==> src/rtl/multiplier_pipelined_nbits.sv <==
// Streaming WIDTH x WIDTH -> 2*WIDTH multiplier, signed or unsigned per operation.
// Baugh-Wooley partial products, carry-save row reduction, Kogge-Stone final adder.
module multiplier_pipelined_nbits #(
  parameter int unsigned WIDTH  = 8,
  parameter int unsigned STAGES = 3
) (
  input  logic                 clk_i,
  input  logic                 rst_ni,
  input  logic                 in_valid_i,
  output logic                 in_ready_o,
  input  logic                 in_signed_i,
  input  logic [WIDTH-1:0]     in_a_i,
  input  logic [WIDTH-1:0]     in_b_i,
  output logic                 out_valid_o,
  input  logic                 out_ready_i,
  output logic [2*WIDTH-1:0]   out_product_o
);

  localparam int W       = int'(WIDTH);
  localparam int P       = 2 * W;
  localparam int NChunk  = int'(STAGES) - 1;
  localparam int Per     = (NChunk <= 0) ? 0 : (W - 1 + NChunk - 1) / NChunk;
  localparam int FinalLo = (2 + NChunk * Per > W + 1) ? W + 1 : 2 + NChunk * Per;

  typedef logic [P-1:0] row_t;

  if (WIDTH < 4 || WIDTH > 32) begin : g_bad_width
    $error("WIDTH must be in 4..32");
  end
  if (STAGES < 1 || STAGES > 4) begin : g_bad_stages
    $error("STAGES must be in 1..4");
  end

  // Row j < W holds a[i]&b[j] at column i+j; row W is the signed-mode constant.
  function automatic row_t pp_row(input logic [W-1:0] a, input logic [W-1:0] b,
                                  input logic sg, input int j);
    row_t row;
    logic bit_v;
    row = '0;
    if (j == W) begin
      if (sg) begin
        row[W]   = 1'b1;
        row[P-1] = 1'b1;
      end
    end else begin
      for (int i = 0; i < W; i++) begin
        bit_v = a[i] & b[j];
        if (sg && ((i == W - 1) != (j == W - 1))) bit_v = ~bit_v;
        row[i+j] = bit_v;
      end
    end
    return row;
  endfunction

  // Folds rows lo..hi-1 into the (sum, carry) pair; each column is two half adders.
  function automatic logic [2*P-1:0] csa_range(input logic [W-1:0] a, input logic [W-1:0] b,
                                               input logic sg, input row_t s_in,
                                               input row_t c_in, input int lo, input int hi);
    row_t s, c, r, s1, c1, c2;
    s  = s_in;
    c  = c_in;
    r  = '0;
    s1 = '0;
    c1 = '0;
    c2 = '0;
    for (int j = 2; j <= W; j++) begin
      if (j >= lo && j < hi) begin
        r  = pp_row(a, b, sg, j);
        s1 = s ^ c;
        c1 = s & c;
        s  = s1 ^ r;
        c2 = s1 & r;
        c  = (c1 | c2) << 1;
      end
    end
    return {s, c};
  endfunction

  function automatic row_t ks_add(input row_t x, input row_t y);
    row_t g, p, p0, gn, pn;
    g  = x & y;
    p  = x ^ y;
    p0 = p;
    for (int d = 1; d < P; d = d * 2) begin
      gn = g;
      pn = p;
      for (int i = d; i < P; i++) begin
        gn[i] = g[i] | (p[i] & g[i-d]);
        pn[i] = p[i] & p[i-d];
      end
      g = gn;
      p = pn;
    end
    return p0 ^ {g[P-2:0], 1'b0};
  endfunction

  logic adv;
  logic out_valid_q;
  row_t out_product_q;
  row_t prod_d;
  row_t fin_s, fin_c;
  logic [2*P-1:0] fin_sc;

  // All stages move together; bubbles travel with their slot.
  assign adv           = !out_valid_q | out_ready_i;
  assign in_ready_o    = adv;
  assign out_valid_o   = out_valid_q;
  assign out_product_o = out_product_q;

  // Tap 0 is the input port; taps 1..STAGES-1 are the reduction registers.
  for (genvar k = 0; k < int'(STAGES); k++) begin : g_st
    logic           v;
    logic [W-1:0]   a, b;
    logic           sg;
    row_t           s, c;

    if (k == 0) begin : g_entry
      assign v  = in_valid_i;
      assign a  = in_a_i;
      assign b  = in_b_i;
      assign sg = in_signed_i;
      assign s  = pp_row(in_a_i, in_b_i, in_signed_i, 0);
      assign c  = pp_row(in_a_i, in_b_i, in_signed_i, 1);
    end else begin : g_reg
      localparam int Lo = 2 + (k - 1) * Per;
      localparam int Hi = (Lo + Per > W + 1) ? W + 1 : Lo + Per;
      logic [2*P-1:0] sc_d;

      assign sc_d = csa_range(g_st[k-1].a, g_st[k-1].b, g_st[k-1].sg,
                              g_st[k-1].s, g_st[k-1].c, Lo, Hi);

      always_ff @(posedge clk_i or negedge rst_ni) begin
        if (!rst_ni) begin
          v <= 1'b0;
        end else if (adv) begin
          v <= g_st[k-1].v;
        end
      end

      always_ff @(posedge clk_i) begin
        if (adv && g_st[k-1].v) begin
          a      <= g_st[k-1].a;
          b      <= g_st[k-1].b;
          sg     <= g_st[k-1].sg;
          {s, c} <= sc_d;
        end
      end
    end
  end

  assign fin_sc = csa_range(g_st[STAGES-1].a, g_st[STAGES-1].b, g_st[STAGES-1].sg,
                            g_st[STAGES-1].s, g_st[STAGES-1].c, FinalLo, W + 1);
  assign {fin_s, fin_c} = fin_sc;
  assign prod_d = ks_add(fin_s, fin_c);

  always_ff @(posedge clk_i or negedge rst_ni) begin
    if (!rst_ni) begin
      out_valid_q   <= 1'b0;
      out_product_q <= '0;
    end else if (adv) begin
      out_valid_q <= g_st[STAGES-1].v;
      if (g_st[STAGES-1].v) out_product_q <= prod_d;
    end
  end

endmodule

==> config.mk <==
export PLATFORM = sky130hd
export DESIGN_NAME = multiplier_pipelined_nbits
export DESIGN_NICKNAME = d
export VERILOG_FILES = /design/src/rtl/multiplier_pipelined_nbits.sv
export SDC_FILE = /design/constraint.sdc
export NUM_CORES = 1
export LEC_CHECK = 0
export CAP_MARGIN = 0
export CORE_UTILIZATION = 42
export CTS_BUF_LIST = sky130_fd_sc_hd__clkbuf_2 sky130_fd_sc_hd__clkbuf_4 sky130_fd_sc_hd__clkbuf_8
export CTS_CLUSTER_SIZE = 8
export DETAILED_ROUTE_END_ITERATION = 7
export HOLD_SLACK_MARGIN = 0.05
export REMOVE_ABC_BUFFERS = 1
export SYNTH_ARGS = -nofsm -noshare
export SYNTH_HDL_FRONTEND = slang
export SYNTH_SLANG_ARGS = --single-unit
export TNS_END_PERCENT = 30
==> constraint.sdc <==
create_clock -name clk_i -period 6.6 [get_ports clk_i]
set_input_delay 0.99 -clock clk_i [delete_from_list [all_inputs] [get_ports clk_i]]
set_output_delay 0.99 -clock clk_i [all_outputs]
set_load 0.1 [all_outputs]
==> results of run 1 <==
## worst max path at each step
stage / end / depth (start not counted)
2_1_floorplan: g_st[1].s[6] / 5
3_3_place_gp: g_st[1].s[7] / 7
3_5_place_dp: g_st[1].s[7] / 7
4_1_cts: in_ready_o / 4
5_1_grt: in_ready_o / 4
6_report: in_ready_o / 4
## final cells by class
cell class | count | area (sq um) | area share, %
clock buffer | 12 | 165 | 3.22
tap | 136 | 170 | 3.31
clock inverter | 4 | 46.3 | 0.902
sequential | 75 | 2160 | 42.0
inverter | 39 | 146 | 2.85
timing repair buffer | 38 | 380 | 7.41
multi-input combinational | 205 | 2070 | 40.3
## registers in the layout, indices dropped and copies added (netlist names), 2 cells and up
name / cells
g_st.v: 2
fin_c: 8
out_product_o: 16
g_st.s: 13
fin_s: 16
g_st.b: 2
g_st.a: 8
g_st.c: 8
## power by group through the flow
stage               registers, mW  logic, mW  clock network (mW)
floorplan                    1.14      0.448                   0
global placement            0.775       1.06                   0
detailed placement          0.779       1.07                   0
CTS                         0.769       1.08               0.375
global route                0.784       1.18               0.395
finish                      0.765       1.06               0.364
## cells in the final DEF, fill, tap and decap left out, drive strengths merged, types with 2 or more instances in the layout
master and instances:
ha 21, a21o 4, and3 2, xnor2 14, clkbuf 12, o21ai 6
fa 43, and2 47, inv 40, a211oi 2, dfrtp 19, nand2 28
xor2 3, clkinv 2, nand4 2, edfxtp 56, nor2 2, o21bai 2
mux2 10, nand4b 3, clkdlybuf4s50 38, nor2b 3, a21oi 2
## routing by layer
metal  up-vias  wire length (um)  track usage [%]
li1       1168                 -                -
met1      1136              3130             18.3
met2        39              2980             20.0
met3         9               200             3.26
met4         0               102             6.43
met5         -                 0                0
## stage by stage
stage,utilization [%],cells
final,50.2,509
after global routing,50.2,509
after CTS,50.2,509
after detailed placement,48.1,493
after global placement,48.1,493
after floorplan,-,319
## cell families (layout without fill, tap and decap cells)
logic type	count (synthesis)	after routing	synth area share [%]
AND/OR/NAND/NOR	91	91	11.8
flip-flops	75	75	48.9
adder cells (fa/ha/maj)	64	64	25.5
buffers and inverters	45	93	4.14
AO/OA/AOI/OAI	23	23	3.69
XOR/XNOR	17	17	3.38
multiplexers	10	10	2.55
## critical path, stage by stage
cell             delay [ps]
clkdlybuf4s50_1         510
nor2b_4                  60
inv_2                   140
clkdlybuf4s50_1        1160
==> impl_results.md, run 1 <==
* Worst Tran Pin Value at 965 ps
* Total net switching power at 0.937 mW
* #FFs+latches synth at 75
* Distinct cells, synth at 40
* Yosys warns at 0
* Post-synth top cells: edfxtp_1 (56), and2_1 (45), fa_1 (43)
* Clock sinks at 75
* Netlist Area Pre-Place at 0.00441 sq mm
* Number of setup buffers added after CTS at 0
* Routability cong. at 0.779
* HP Start: g_st[1].s[2]
* Outcome: completed
* Placed Instance Area at 0.00492 sq mm
* Worst hold path class: reg -> reg
* Initial Util at 43.1%
* Routed length per instance at 12.6 um
* Share of the synthesized area in the top cell type at 38.1%
* Crit path kind: in -> out
* Initial antenna violation count at 0
* # DRC at 0
* Net switching fraction of the power at 42.8%
* Die area at 0.0109 sq mm
* Post-CTS Hold Fix Bufs at 0
* DP Wirelength at 5020 um
* Final worst slack at 2740 ps
* Post-Route WL at 6410 um
* Clock network power share at 16.6%
* Avg Cell Area, Syn at 13.6 sq um
* Pins Over Slew Limit at 0
* Startpoint types: input pin
* Area contributors post-synth: edfxtp_1 (38%), fa_1 (20%), dfrtp_1 (11%), and2_1 (6.4%), ha_1 (6.0%)
* CP endpoint kind: output port
* RR Startpoint: g_st[1].b[6]
* LEAKAGE at 2.12 nW
* Largest net degree at the start of global routing at 34
* Endpoints failing hold at 0
* Core Region at 0.0102 sq mm
* Post-Syn Instances at 325
* Die Height at 104 um
* Fin crit period at 3860 ps
* Worst-Skew Late Latency at 350 ps
* Register area share after synthesis at 48.9%
* Async SR Flop Fraction at 25.3%
* Crit Path Max Fanout at 11
* CTS buffer count at 9
* Internal power at 1.25 mW
* Worst EP required at 5610 ps
* PortBufs at 38
* Layout net count at 453
* Fill cell count at 898
* TritonCTS clock tree: built
* Fmax at 0.259 GHz
* Fraction of layout cells with a size suffix above 1 at 9.38%
* Depth of the CTS H-tree at 3
* Die X at 104 um
* Count leader, synth: edfxtp_1
* Worst R2R Setup Slack at 4150 ps
* Register share of total power at 34.9%
* DRT Pass-1 Iters at 4
* Max cap viols at 0
* Post-route cell area at 0.00513 sq mm
* Final Setup Violations at 0
* Slew Limit Headroom at 35.5%
* Combinational power share at 48.4%
* Setup TNS at 0 ps
* Data arrival time of the critical path at 2870 ps
* Clk_skew at 10.2 ps
* Worst hold endpoint: fin_s[2]
* Power Dens Cells at 427 mW/mm^2
* Antenna cells at 0
* Final antenna-violating net count at 0
* RSZ-0062 raised after global routing: false
* VDD IR max at 0.206 mV
* Ports at 39
* Reg2reg path depth at 6
* Number of synthesized flops with an enable pin at 56
* DRT iter0 DRCs at 78
* First-pass GRT wire length at 11200 um
* Placement Setup Slack at 2620 ps
* Area growth from synthesis to layout at 16.5%
* CTS Root Cell: clkbuf_8
* Total GRT Usage at 13.4%
* Clock transition at the registers of the reported paths at 70 ps
* Fin crit share at 58.5%
* Clock Tree Buf Depth at 2
* Cells on Worst Hold Path at 0
* GR Overflow Total at 0
* Vias in the first global route at 2387
* Worst hold margin at 427 ps
* Avg Vias per Cell at 4.62
* Post-CTS sizing at 0
* Power Total at 2.19 mW
* Row count at 37
* CP Launch Point: out_ready_i
* Most used DFF post-synth: edfxtp_1
* DR vias at 2352
* Critical R2R Capture: fin_s[8]
* Post-synth top area cell: edfxtp_1
Power figures use the tool's default switching activity.
==> run 2, diff against run 1 <==
==> constraint.sdc (replaced) <==
create_clock -name clk_i -period 3.6 [get_ports clk_i]
set_input_delay 0.54 -clock clk_i [delete_from_list [all_inputs] [get_ports clk_i]]
set_output_delay 0.54 -clock clk_i [all_outputs]
set_load 0.1 [all_outputs]
==> impl_results.md, run 2 (same netlist as run 1, synthesis figures left out) <==
* Post-Route WL at 6300 um
* Crit path kind: in -> reg
* Total net switching power at 1.71 mW
* Post-CTS Hold Fix Bufs at 0
* Routed length per instance at 12.3 um
* Startpoint types: input pin
* Outcome: completed
* Max cap viols at 0
* Final Setup Violations at 0
* Initial antenna violation count at 0
* Fraction of layout cells with a size suffix above 1 at 10.8%
* Internal power at 2.35 mW
* CP endpoint: g_st[1].s[8]
* Setup TNS at 0 ps
* Fill cell count at 899
* Fin crit share at 87.6%
* Avg Vias per Cell at 4.67
* Total GRT Usage at 12.9%
* Die area at 0.0109 sq mm
* Clock network power share at 17.5%
* Depth of the CTS H-tree at 3
* Die Height at 104 um
* Commonest non-fill, non-tap cell in the layout: edfxtp_1
* Layout Utilization at 50.7%
* Power Dens Cells at 784 mW/mm^2
* Core Region at 0.0102 sq mm
* DRT iter0 DRCs at 46
* Most frequent cells in the layout: edfxtp_1 (56), and2_1 (45), fa_1 (43)
* PortBufs at 38
* Combinational power share at 48.0%
* Worst Tran Pin Value at 968 ps
* Clock Tree Buf Depth at 2
* Endpoints failing hold at 0
* First-pass GRT wire length at 11000 um
* CTS buffer count at 9
* Routability cong. at 0.771
* Data arrival time of the critical path at 3230 ps
* DRT Pass-1 Iters at 4
* Crit Path Max Fanout at 8
* TritonCTS clock tree: built
* Register share of total power at 34.5%
* Critical R2R Capture: fin_s[8]
* Fmax at 0.317 GHz
* Worst R2R Setup Slack at 1180 ps
* Net switching fraction of the power at 42.1%
* Antenna cells at 0
* Worst hold path class: reg -> reg
* Final worst slack at 445 ps
* LEAKAGE at 2.15 nW
* Number of setup buffers added after CTS at 0
* Area growth from synthesis to layout at 17.6%
* Placement Setup Slack at 76.7 ps
* Clk_skew at 14.0 ps
* CP endpoint kind: flip-flop
* Fin crit period at 3160 ps
* Pins Over Slew Limit at 0
* Worst EP required at 3680 ps
* Worst-Skew Late Latency at 340 ps
* Initial Util at 43.1%
* Clock sinks at 75
* Vias in the first global route at 2462
* RR Startpoint: g_st[1].b[6]
* DR vias at 2398
* Row count at 37
* Slew Limit Headroom at 35.3%
* CTS Root Cell: clkbuf_8
* Final antenna-violating net count at 0
* Ports at 39
* Clock transition at the registers of the reported paths at 70 ps
* # DRC at 0
* Reg2reg path depth at 6
* Largest net degree at the start of global routing at 34
* Post-CTS sizing at 0
* RSZ-0062 raised after global routing: false
* VDD IR max at 0.379 mV
* DP Wirelength at 5020 um
* Worst hold margin at 421 ps
* Die X at 104 um
* Layout net count at 458
* GR Overflow Total at 0
* CP Launch Point: in_b_i[0]
## run 2: cell types whose count changed in the layout (fill, tap and decap cells not counted)
cell,delta
buf_4,+6
clkbuf_4,+2
clkbuf_8,-2
bufinv_16,+1
clkdlybuf4s50_1,-1
clkinv_2,-1
clkinv_4,+1
inv_4,-1
## run 2: layout make-up
cell class                 instances  area [sq um]  area share (%)
inverter                          39           146            2.82
tap                              136           170            3.28
clock buffer                      12           153            2.94
clock inverter                     4          73.8            1.42
sequential                        75          2160            41.6
multi-input combinational        205          2070            39.9
timing repair buffer              43           415            8.01
## run 2: metal layers
metal	vias up	wire length (um)	track usage [%]
met2	43	3020	21.7
met5	-	0	0
met1	1170	2980	15.7
met4	0	65	5.20
li1	1179	-	-
met3	6	241	3.45
## run 2: worst max-delay path, cell delays in order
cell,delay [ps]
clkdlybuf4s50_1,600
nand2_1,100
xnor2_1,140
fa_1,410
fa_1,510
fa_1,510
fa_1,420
## run 2: worst min-delay path by stage
stage	end	startpoint	cells after the start	slack (ps)
2_1_floorplan	g_st[1].v	rst_ni	0	240
3_3_place_gp	fin_s[3]	g_st[1].s[3]	0	400
3_5_place_dp	fin_s[1]	g_st[1].s[1]	0	410
4_1_cts	fin_s[1]	g_st[1].s[1]	0	420
5_1_grt	fin_s[1]	g_st[1].s[1]	0	430
6_report	fin_s[1]	g_st[1].s[1]	0	420
## run 2: power groups by stage
stage          Clock, mW  Combinational [mW]  Sequential, mW
2_1_floorplan          0               0.822            2.09
6_report           0.712                1.95            1.40
3_3_place_gp           0                1.94            1.42
4_1_cts            0.736                1.98            1.41
3_5_place_dp           0                1.97            1.43
5_1_grt            0.771                2.15            1.43
## run 2: per-stage QoR
stage / instances / total power, mW / area (sq um)
2_1_floorplan: 319 / 2.92 / 4370
3_3_place_gp: 498 / 3.37 / 4960
3_5_place_dp: 498 / 3.40 / 4960
4_1_cts: 514 / 4.12 / 5180
5_1_grt: 514 / 4.36 / 5180
6_report: 514 / 4.06 / 5180
==> run 3, diff against run 2 <==
--- a/config.mk
+++ b/config.mk
@@ -12,6 +12,7 @@
 export DETAILED_ROUTE_END_ITERATION = 7
 export HOLD_SLACK_MARGIN = 0.05
 export REMOVE_ABC_BUFFERS = 1
+export SETUP_SLACK_MARGIN = 0.3
 export SYNTH_ARGS = -nofsm -noshare
 export SYNTH_HDL_FRONTEND = slang
 export SYNTH_SLANG_ARGS = --single-unit
==> results of run 3 <==
Same layout as run 2: the final DEF is identical, and so are final timing and power.
